<file path="src/rtl/pwm_capture_pkg.sv">
`timescale 1ns/1ps
// Shared types and constants for the PWM capture block.
// Also holds the loopback generator period so benches can line both sides up.
package pwm_capture_pkg;

   typedef enum logic [1:0] {
      ST_IDLE    = 2'd0,
      ST_MEASURE = 2'd1,
      ST_STUCK   = 2'd2
   } cap_state_t;

   localparam int DUTY_W      = 8;
   localparam int GEN_PERIOD  = 256;
   localparam int TIMEOUT_DEF = 1024;

   function automatic logic [DUTY_W-1:0] sat_duty(input logic [31:0] v);
      return (v > 32'((1 << DUTY_W) - 1)) ? {DUTY_W{1'b1}} : v[DUTY_W-1:0];
   endfunction

endpackage

</file>
<file path="src/rtl/pwm_capture_sync_2ff.sv">
`timescale 1ns/1ps
// Two-flop synchronizer for a single asynchronous bit; 2-cycle latency, no backpressure.
// Both flops reset to 0.
module sync_2ff (
   input  logic clk,
   input  logic rst_n,
   input  logic d,
   output logic q
);

   logic meta;

   always_ff @(posedge clk or negedge rst_n) begin
      if (!rst_n) begin
         meta <= 1'b0;
         q    <= 1'b0;
      end else begin
         meta <= d;
         q    <= meta;
      end
   end

endmodule

</file>
<file path="src/rtl/pwm_capture.sv">
`timescale 1ns/1ps
// Measures period, high time and 8-bit duty of an async PWM input, with stuck-level timeout.
// Results land one cycle after the synchronized rising edge; no backpressure, valid is a pulse.
module pwm_capture
   import pwm_capture_pkg::*;
#(
   parameter int CNT_W   = 16,
   parameter int TIMEOUT = TIMEOUT_DEF
) (
   input  logic              clk,
   input  logic              rst_n,
   input  logic              pwm_in,
   output logic [CNT_W-1:0]  period_out,
   output logic [CNT_W-1:0]  high_out,
   output logic [DUTY_W-1:0] duty_out,
   output logic              valid,
   output logic              stuck,
   output logic              stuck_level
);

   localparam logic [CNT_W-1:0] CNT_MAX = {CNT_W{1'b1}};
   localparam logic [CNT_W-1:0] TO_VAL  = CNT_W'(TIMEOUT);
   localparam logic [CNT_W-1:0] CNT_ONE = CNT_W'(1);

   logic             s2;
   logic             s3;
   logic [2:0]       prm;
   logic             rise;
   logic [CNT_W-1:0] per_cnt;
   logic [CNT_W-1:0] hi_cnt;
   logic             seen_low;
   cap_state_t       state;
   cap_state_t       state_nxt;
   logic             ld_meas;
   logic             ld_stuck;
   logic             clr_stuck;

   sync_2ff u_sync (
      .clk   (clk),
      .rst_n (rst_n),
      .d     (pwm_in),
      .q     (s2)
   );

   // prm tracks how far real samples have propagated past the reset zeros, so
   // a high level at reset release never looks like a low or a rising edge.
   always_ff @(posedge clk or negedge rst_n) begin
      if (!rst_n) begin
         s3  <= 1'b0;
         prm <= 3'b000;
      end else begin
         s3  <= s2;
         prm <= {prm[1:0], 1'b1};
      end
   end

   assign rise = s2 & ~s3 & prm[2];

   always_ff @(posedge clk or negedge rst_n) begin
      if (!rst_n) begin
         per_cnt  <= '0;
         hi_cnt   <= '0;
         seen_low <= 1'b0;
      end else begin
         if (rise)
            per_cnt <= CNT_ONE;
         else if (per_cnt != CNT_MAX)
            per_cnt <= per_cnt + CNT_ONE;

         if (rise)
            hi_cnt <= CNT_ONE;
         else if (s2 && hi_cnt != CNT_MAX)
            hi_cnt <= hi_cnt + CNT_ONE;

         if (state == ST_IDLE && prm[1] && !s2)
            seen_low <= 1'b1;
      end
   end

   always_ff @(posedge clk or negedge rst_n) begin
      if (!rst_n)
         state <= ST_IDLE;
      else
         state <= state_nxt;
   end

   // A rise always takes priority over the timeout in the same cycle.
   always_comb begin
      state_nxt = state;
      ld_meas   = 1'b0;
      ld_stuck  = 1'b0;
      clr_stuck = 1'b0;
      unique case (state)
         ST_IDLE: begin
            if (rise) begin
               if (seen_low)
                  state_nxt = ST_MEASURE;
            end else if (per_cnt == TO_VAL) begin
               state_nxt = ST_STUCK;
               ld_stuck  = 1'b1;
            end
         end
         ST_MEASURE: begin
            if (rise) begin
               ld_meas = 1'b1;
            end else if (per_cnt == TO_VAL) begin
               state_nxt = ST_STUCK;
               ld_stuck  = 1'b1;
            end
         end
         ST_STUCK: begin
            if (rise) begin
               state_nxt = ST_MEASURE;
               clr_stuck = 1'b1;
            end
         end
         default: state_nxt = ST_IDLE;
      endcase
   end

   always_ff @(posedge clk or negedge rst_n) begin
      if (!rst_n) begin
         period_out  <= '0;
         high_out    <= '0;
         duty_out    <= '0;
         valid       <= 1'b0;
         stuck       <= 1'b0;
         stuck_level <= 1'b0;
      end else begin
         valid <= ld_meas | ld_stuck;
         if (ld_meas) begin
            period_out <= per_cnt;
            high_out   <= hi_cnt;
            duty_out   <= sat_duty(32'(hi_cnt));
         end else if (ld_stuck) begin
            period_out  <= '0;
            high_out    <= '0;
            duty_out    <= s2 ? {DUTY_W{1'b1}} : {DUTY_W{1'b0}};
            stuck       <= 1'b1;
            stuck_level <= s2;
         end
         if (clr_stuck)
            stuck <= 1'b0;
      end
   end

endmodule

</file>
<file path="config.mk">
export PLATFORM = sky130hd
export DESIGN_NAME = pwm_capture
export DESIGN_NICKNAME = d
export VERILOG_FILES = /design/src/rtl/pwm_capture_pkg.sv /design/src/rtl/pwm_capture_sync_2ff.sv /design/src/rtl/pwm_capture.sv
export SDC_FILE = /design/constraint.sdc
export NUM_CORES = 1
export LEC_CHECK = 0
export ABC_AREA = 0
export CAP_MARGIN = 0
export CORE_ASPECT_RATIO = 0.9
export CORE_UTILIZATION = 55
export DETAILED_ROUTE_END_ITERATION = 10
export PLACE_DENSITY = 0.79
export SYNTH_ARGS = -nofsm -noshare
export SYNTH_HDL_FRONTEND = slang
export SYNTH_SLANG_ARGS = --single-unit
</file>
<file path="constraint.sdc">
create_clock -name clk -period 2.5 [get_ports clk]
set_input_delay 0.5 -clock clk [delete_from_list [all_inputs] [get_ports clk]]
set_output_delay 0.5 -clock clk [all_outputs]
set_load 0.01 [all_outputs]
</file>
Word-level counts from Yosys, hierarchy flattened

Cells that the tools add are included.

Register bits after elaboration: 84
Output and inout port bits: 43

Mux-type cells: 26
Bitwise operators: 5
Reduce and logical (&&, ||, !) cells: 13
Eq/ne operators: 9
$lt $le $gt $ge: 1
Add/sub/neg operators: 2

Operators by type and width:

| operator              | count |
|---|---|
| $mux 16               | 7 |
| $add 16x1->16 const B | 2 |
| $mux 8                | 4 |
| $ne 16x16->1 const B  | 2 |
| $eq 16x11->1 const B  | 1 |
| $gt 16x8->1 const B   | 1 |
| $mux 2                | 5 |
| $mux 1                | 9 |
| $reduce_bool 2->1     | 4 |
| $pmux 2 s3            | 1 |
| $ne 2x2->1 const B    | 2 |
| $reduce_and 2->1      | 2 |
| $logic_and 1x1->1     | 3 |
| $ne 3x3->1 const B    | 1 |
| $reduce_and 3->1      | 1 |
| $and 1x1->1           | 2 |
| $eq 2x1->1 const B    | 1 |
| $eq 2x2->1 const B    | 1 |
| $logic_not 2->1       | 1 |
| $ne 2x1->1 const B    | 1 |
| $not 1->1             | 2 |
| $reduce_or 2->1       | 1 |
| $logic_not 1->1       | 1 |
| $or 1x1->1            | 1 |

Depth between registers and ports, before layout

Depth after elaboration: 8
Depth in mapped cells: 7

Modules after synthesis

Synthesis repeated with hierarchy kept, for this count alone.

Cells, all modules: 390
Area total of the unflattened synthesis: 3918.8 sq um

By module, submodules not included:

| module      | area an instance (sq um) | sequential area each (sq um) | instances | cells an instance |
|---|---|---|---|---|
| pwm_capture | 3868.7                   | 2052.0                       | 1         | 388 |
| sync_2ff    | 50.0                     | 50.0                         | 1         | 2 |

Worst setup path after synthesis

OpenSTA, ideal clock, no wires.

Path type: register -> register
Start: register per_cnt[0]
End: register duty_out[0]
Arrival: 1.751 ns
Buffers on the path: 1
Cell stages (with the launch flop): 8
Path slack: 0.626 ns
Required time: 2.377 ns
Path through: dfrtp_1 inv_1 ha_1 nor4bb_1 nand4_1 or3_1 buf_1 o221a_2

Longest elaborated chain between the ends: 5

RTL lines:

| element                     | RTL line                              | RTL |
|---|---|---|
| start: declaration          | pwm_capture.sv:29                     | `logic [CNT_W-1:0] per_cnt;` |
| start signal: assignment    | pwm_capture.sv:68                     | `per_cnt <= per_cnt + CNT_ONE;` |
| $eq 16x11->1                | pwm_capture.sv:98, pwm_capture.sv:106 |  |
| $mux 1                      | pwm_capture.sv:98, pwm_capture.sv:106 |  |
| $mux 1                      | pwm_capture.sv:104                    | `if (rise) begin` |
| $mux 1                      | -                                     |  |
| $reduce_bool 2->1 (no line) | -                                     |  |
| end signal: assignment      | pwm_capture.sv:134                    | `duty_out <= sat_duty(32'(hi_cnt));` |
| end signal: assignment      | pwm_capture.sv:138                    | `duty_out <= s2 ? {DUTY_W{1'b1}} : {DUTY_W{1'b0}};` |
| end: declaration            | pwm_capture.sv:15                     | `output logic [DUTY_W-1:0] duty_out,` |

No other way between the ends.
A chain may end at the register's enable or synchronous reset.

Worst setup path after layout

Start: register per_cnt[0]
End: register duty_out[7]

Same word-level chain as after synthesis.

==> results.txt <==
Ant. Diodes -> 0
Critical Path Start Type -> register
RSZ-0062 raised after global routing -> false
GRT overflow -> 0
# port buffers -> 45
Setup TNS -> 0 ps
Final Setup Violations -> 0
Critical Setup Path Class -> reg2reg
Starting Density -> 58.05%
TritonRoute pass-1 iters -> 4
CP Cell Sequence -> inv_1, ha_1, nor4bb_1, nand4_1, or3_1, o221a_2
CTS tree -> done
FMAX -> 476.6 MHz
CP Capture Type -> register
Outcome -> completed
Post-Syn Area per Cell -> 9.861 sq um
CP max FO -> 8
Synthesized cell area -> 0.003905 sq mm
Rows -> 28
Initial antenna violation count -> 0
Vias per cell -> 6.113
Inserted Clock Buffers -> 9
CP max stage cell -> or3_1
Register bit total from synthesis -> 84
Hold_buf cts -> 0
Die Area -> 0.007441 sq mm
Post-CTS setup buffer count -> 0
Fin worst setup slack -> 402.0 ps
Sequential share of the synthesized area -> 53.83%
H-tree depth -> 3
Required @ worst endpoint -> 2740 ps
Power Dens Cells -> 743.2 mW/mm^2
Data arrival, critical path -> 2330 ps
First-pass GRT wire length -> 14,920 um
Lkg Pwr -> 0.001954 uW
Max Buffers Root-to-Sink -> 2
Maxcap violations -> 0
VDD IR max -> 0.6793 mV
DPL Wire Length -> 6062 um
Headroom to the max-slew limit -> 42.26%
Synth cell types -> 51
DRC errors left -> 0
DR WL/cell -> 16.38 um
Pin count of the biggest net entering global routing -> 47
Vias in the first global route -> 3,081
Chip Height -> 81.94 um
Post-synthesis async set-or-reset flop share -> 100.0%
Design Area, Final -> 0.004669 sq mm
Primary FF master, synth -> dfrtp_1
Syn Nets -> 402
All-Layer GR Usage -> 25.39%
Max stage delay on crit path -> 550 ps
Worst skew pair latency -> 350 ps
Hold Vio Cnt, Final -> 0
# IOs -> 46
Initial DRC count -> 188
Via Count -> 3,252
Nets@finish -> 444
Worst hold path class -> in2async
Final Wtd Congestion -> 0.9147
Ys Warns -> 0
Syn Inst Count -> 396
Final ANT Viol Nets -> 0
Clock root buffer -> clkbuf_8
Die Span X -> 90.82 um
Clk slew on worst S/H paths -> 80 ps
Worst r2r src -> per_cnt[0]
CP Launch Point -> per_cnt[0]
Post-CTS sizing -> 0
Final cycle utilization of the critical path -> 83.92%
Fin crit period -> 2098 ps
Area grow syn2layout -> 19.58%
Pre-CTS setup slack -> 379.2 ps
Clock Sinks -> 84
Worst Clk Skew -> 8.575 ps
Final Max Tran Viols -> 0
Routed WL -> 8716 um
Area of the core -> 0.006726 sq mm
Final core utilization -> 69.42%
Layout cells sized above 1 -> 9.502%
EDFF count, synth -> 0
Worst slew pin tran -> 854.9 ps
Post-DP Area -> 0.004454 sq mm
cell usage after synthesis (2+ instances only):
master    count  area share [%]
nor4_1        3            0.48
a2111o_1      3            0.87
and3_1        5            0.80
and4_1        4            0.90
o21ai_0      37             4.7
a21oi_1      20             2.6
o41ai_1       4            0.90
buf_1         2            0.19
nand2_1      83             8.0
nand4_1       6            0.96
mux2i_1       5             1.3
nand3b_1      2            0.38
nand2b_1      5            0.80
nand3_1      10             1.3
o211ai_1      2            0.38
a31oi_1       4            0.64
or4_1         9             1.7
mux2_2        2            0.58
buf_2         7            0.90
o22ai_1       5            0.80
a211oi_1      7             1.3
dfrtp_1      84              54
clkbuf_1     15             1.4
a41o_1        2            0.51
and2_1        2            0.32
nor3_1        6            0.77
inv_1         6            0.58
or3_1         4            0.64
ha_1          3            0.96
nor2_1       13             1.2
o31ai_1       8             1.5
nor3_2        2            0.51
o221a_2       8             2.3
final timing paths:
path,slack [ps],end,cells after the start
setup / recovery,400,duty_out[7],6
hold / removal,150,high_out[10],1
setup reg to reg,400,duty_out[7],6
hold reg to reg,350,u_sync.q,0
max in group asynchronous,1730,per_cnt[2],2
min in group clk,350,u_sync.q,0
critical path, delay by kind of cell (launching register included):
kind,cells,cell delay [ps]
simple gates,3,1120
flops,1,420
compound gates,1,190
fa+ha+maj,1,140
buf+inv,1,110
state kept, by name, summed over array words and instances, names as in the netlist:
signal and count:
valid 1, hi_cnt 16, u_sync.q 1, u_sync.meta 1, seen_low 1, period_out 16
per_cnt 16, s3 1, stuck 1, stuck_level 1, prm 3, duty_out 8
state 2, high_out 16
layout by cell type (no fill, tap or decap), types with 8 or more instances in the layout:
cell,n
a21oi_1,20
o221a_2,8
or4_1,9
nand3_1,10
dfrtp_1,84
buf_4,10
o21ai_0,37
clkdlybuf4s50_1,44
nand2_1,83
nor2_1,13
o31ai_1,8
clkbuf_8,10
metal layers:
| layer | up-vias | GRT usage [%] | part of all wire, % | wire, um |
|---|---|---|---|---|
| li1 | 1541 | - | - | - |
| met1 | 1614 | 35.64 | 47 | 4085 |
| met2 | 87 | 40.38 | 47 | 4085 |
| met3 | 10 | 4.352 | 5.3 | 462 |
| met4 | 0 | 9.048 | 0.95 | 83 |
| met5 | - | 0 | 0 | 0 |
logic make-up after synthesis:
group                      share of synthesized area [%]
AOI/OAI and AO/OA                                  18.68
adders and majority gates                         0.9613
buffers and inverters                              3.108
DFF                                                53.83
muxes                                              1.858
other                                            0.09603
and+or+nand+nor                                    21.47
stage by stage:
| step | hold WS [ps] | instances | power, uW |
|---|---|---|---|
| 3_5_place_dp | 334.7 | 517 | 2443 |
| 2_1_floorplan | 204.4 | 396 | 2072 |
| 4_1_cts | 173.9 | 532 | 3483 |
| 6_report | 154.4 | 532 | 3470 |
| 3_3_place_gp | 332.8 | 517 | 2428 |
| 5_1_grt | 207.6 | 532 | 3632 |
cell type report:
class                           count  area [sq um]
Clock buffer                       11         141.4
Clock inverter                      4         73.82
Fill cell                         533          2057
Inverter                            6         22.52
Multi-Input combinational cell    282          1682
Sequential cell                    84          2102
Tap cell                           90         112.6
Timing Repair Buffer               55         535.5
power by group:
group	internal (uW)	total (uW)	leakage [uW]	switching (uW)
logic	360	673	0.000740	313
registers	1540	1750	0.00111	207
clock network	585	1050	0.000109	464
(Power assumes the default switching activity.)
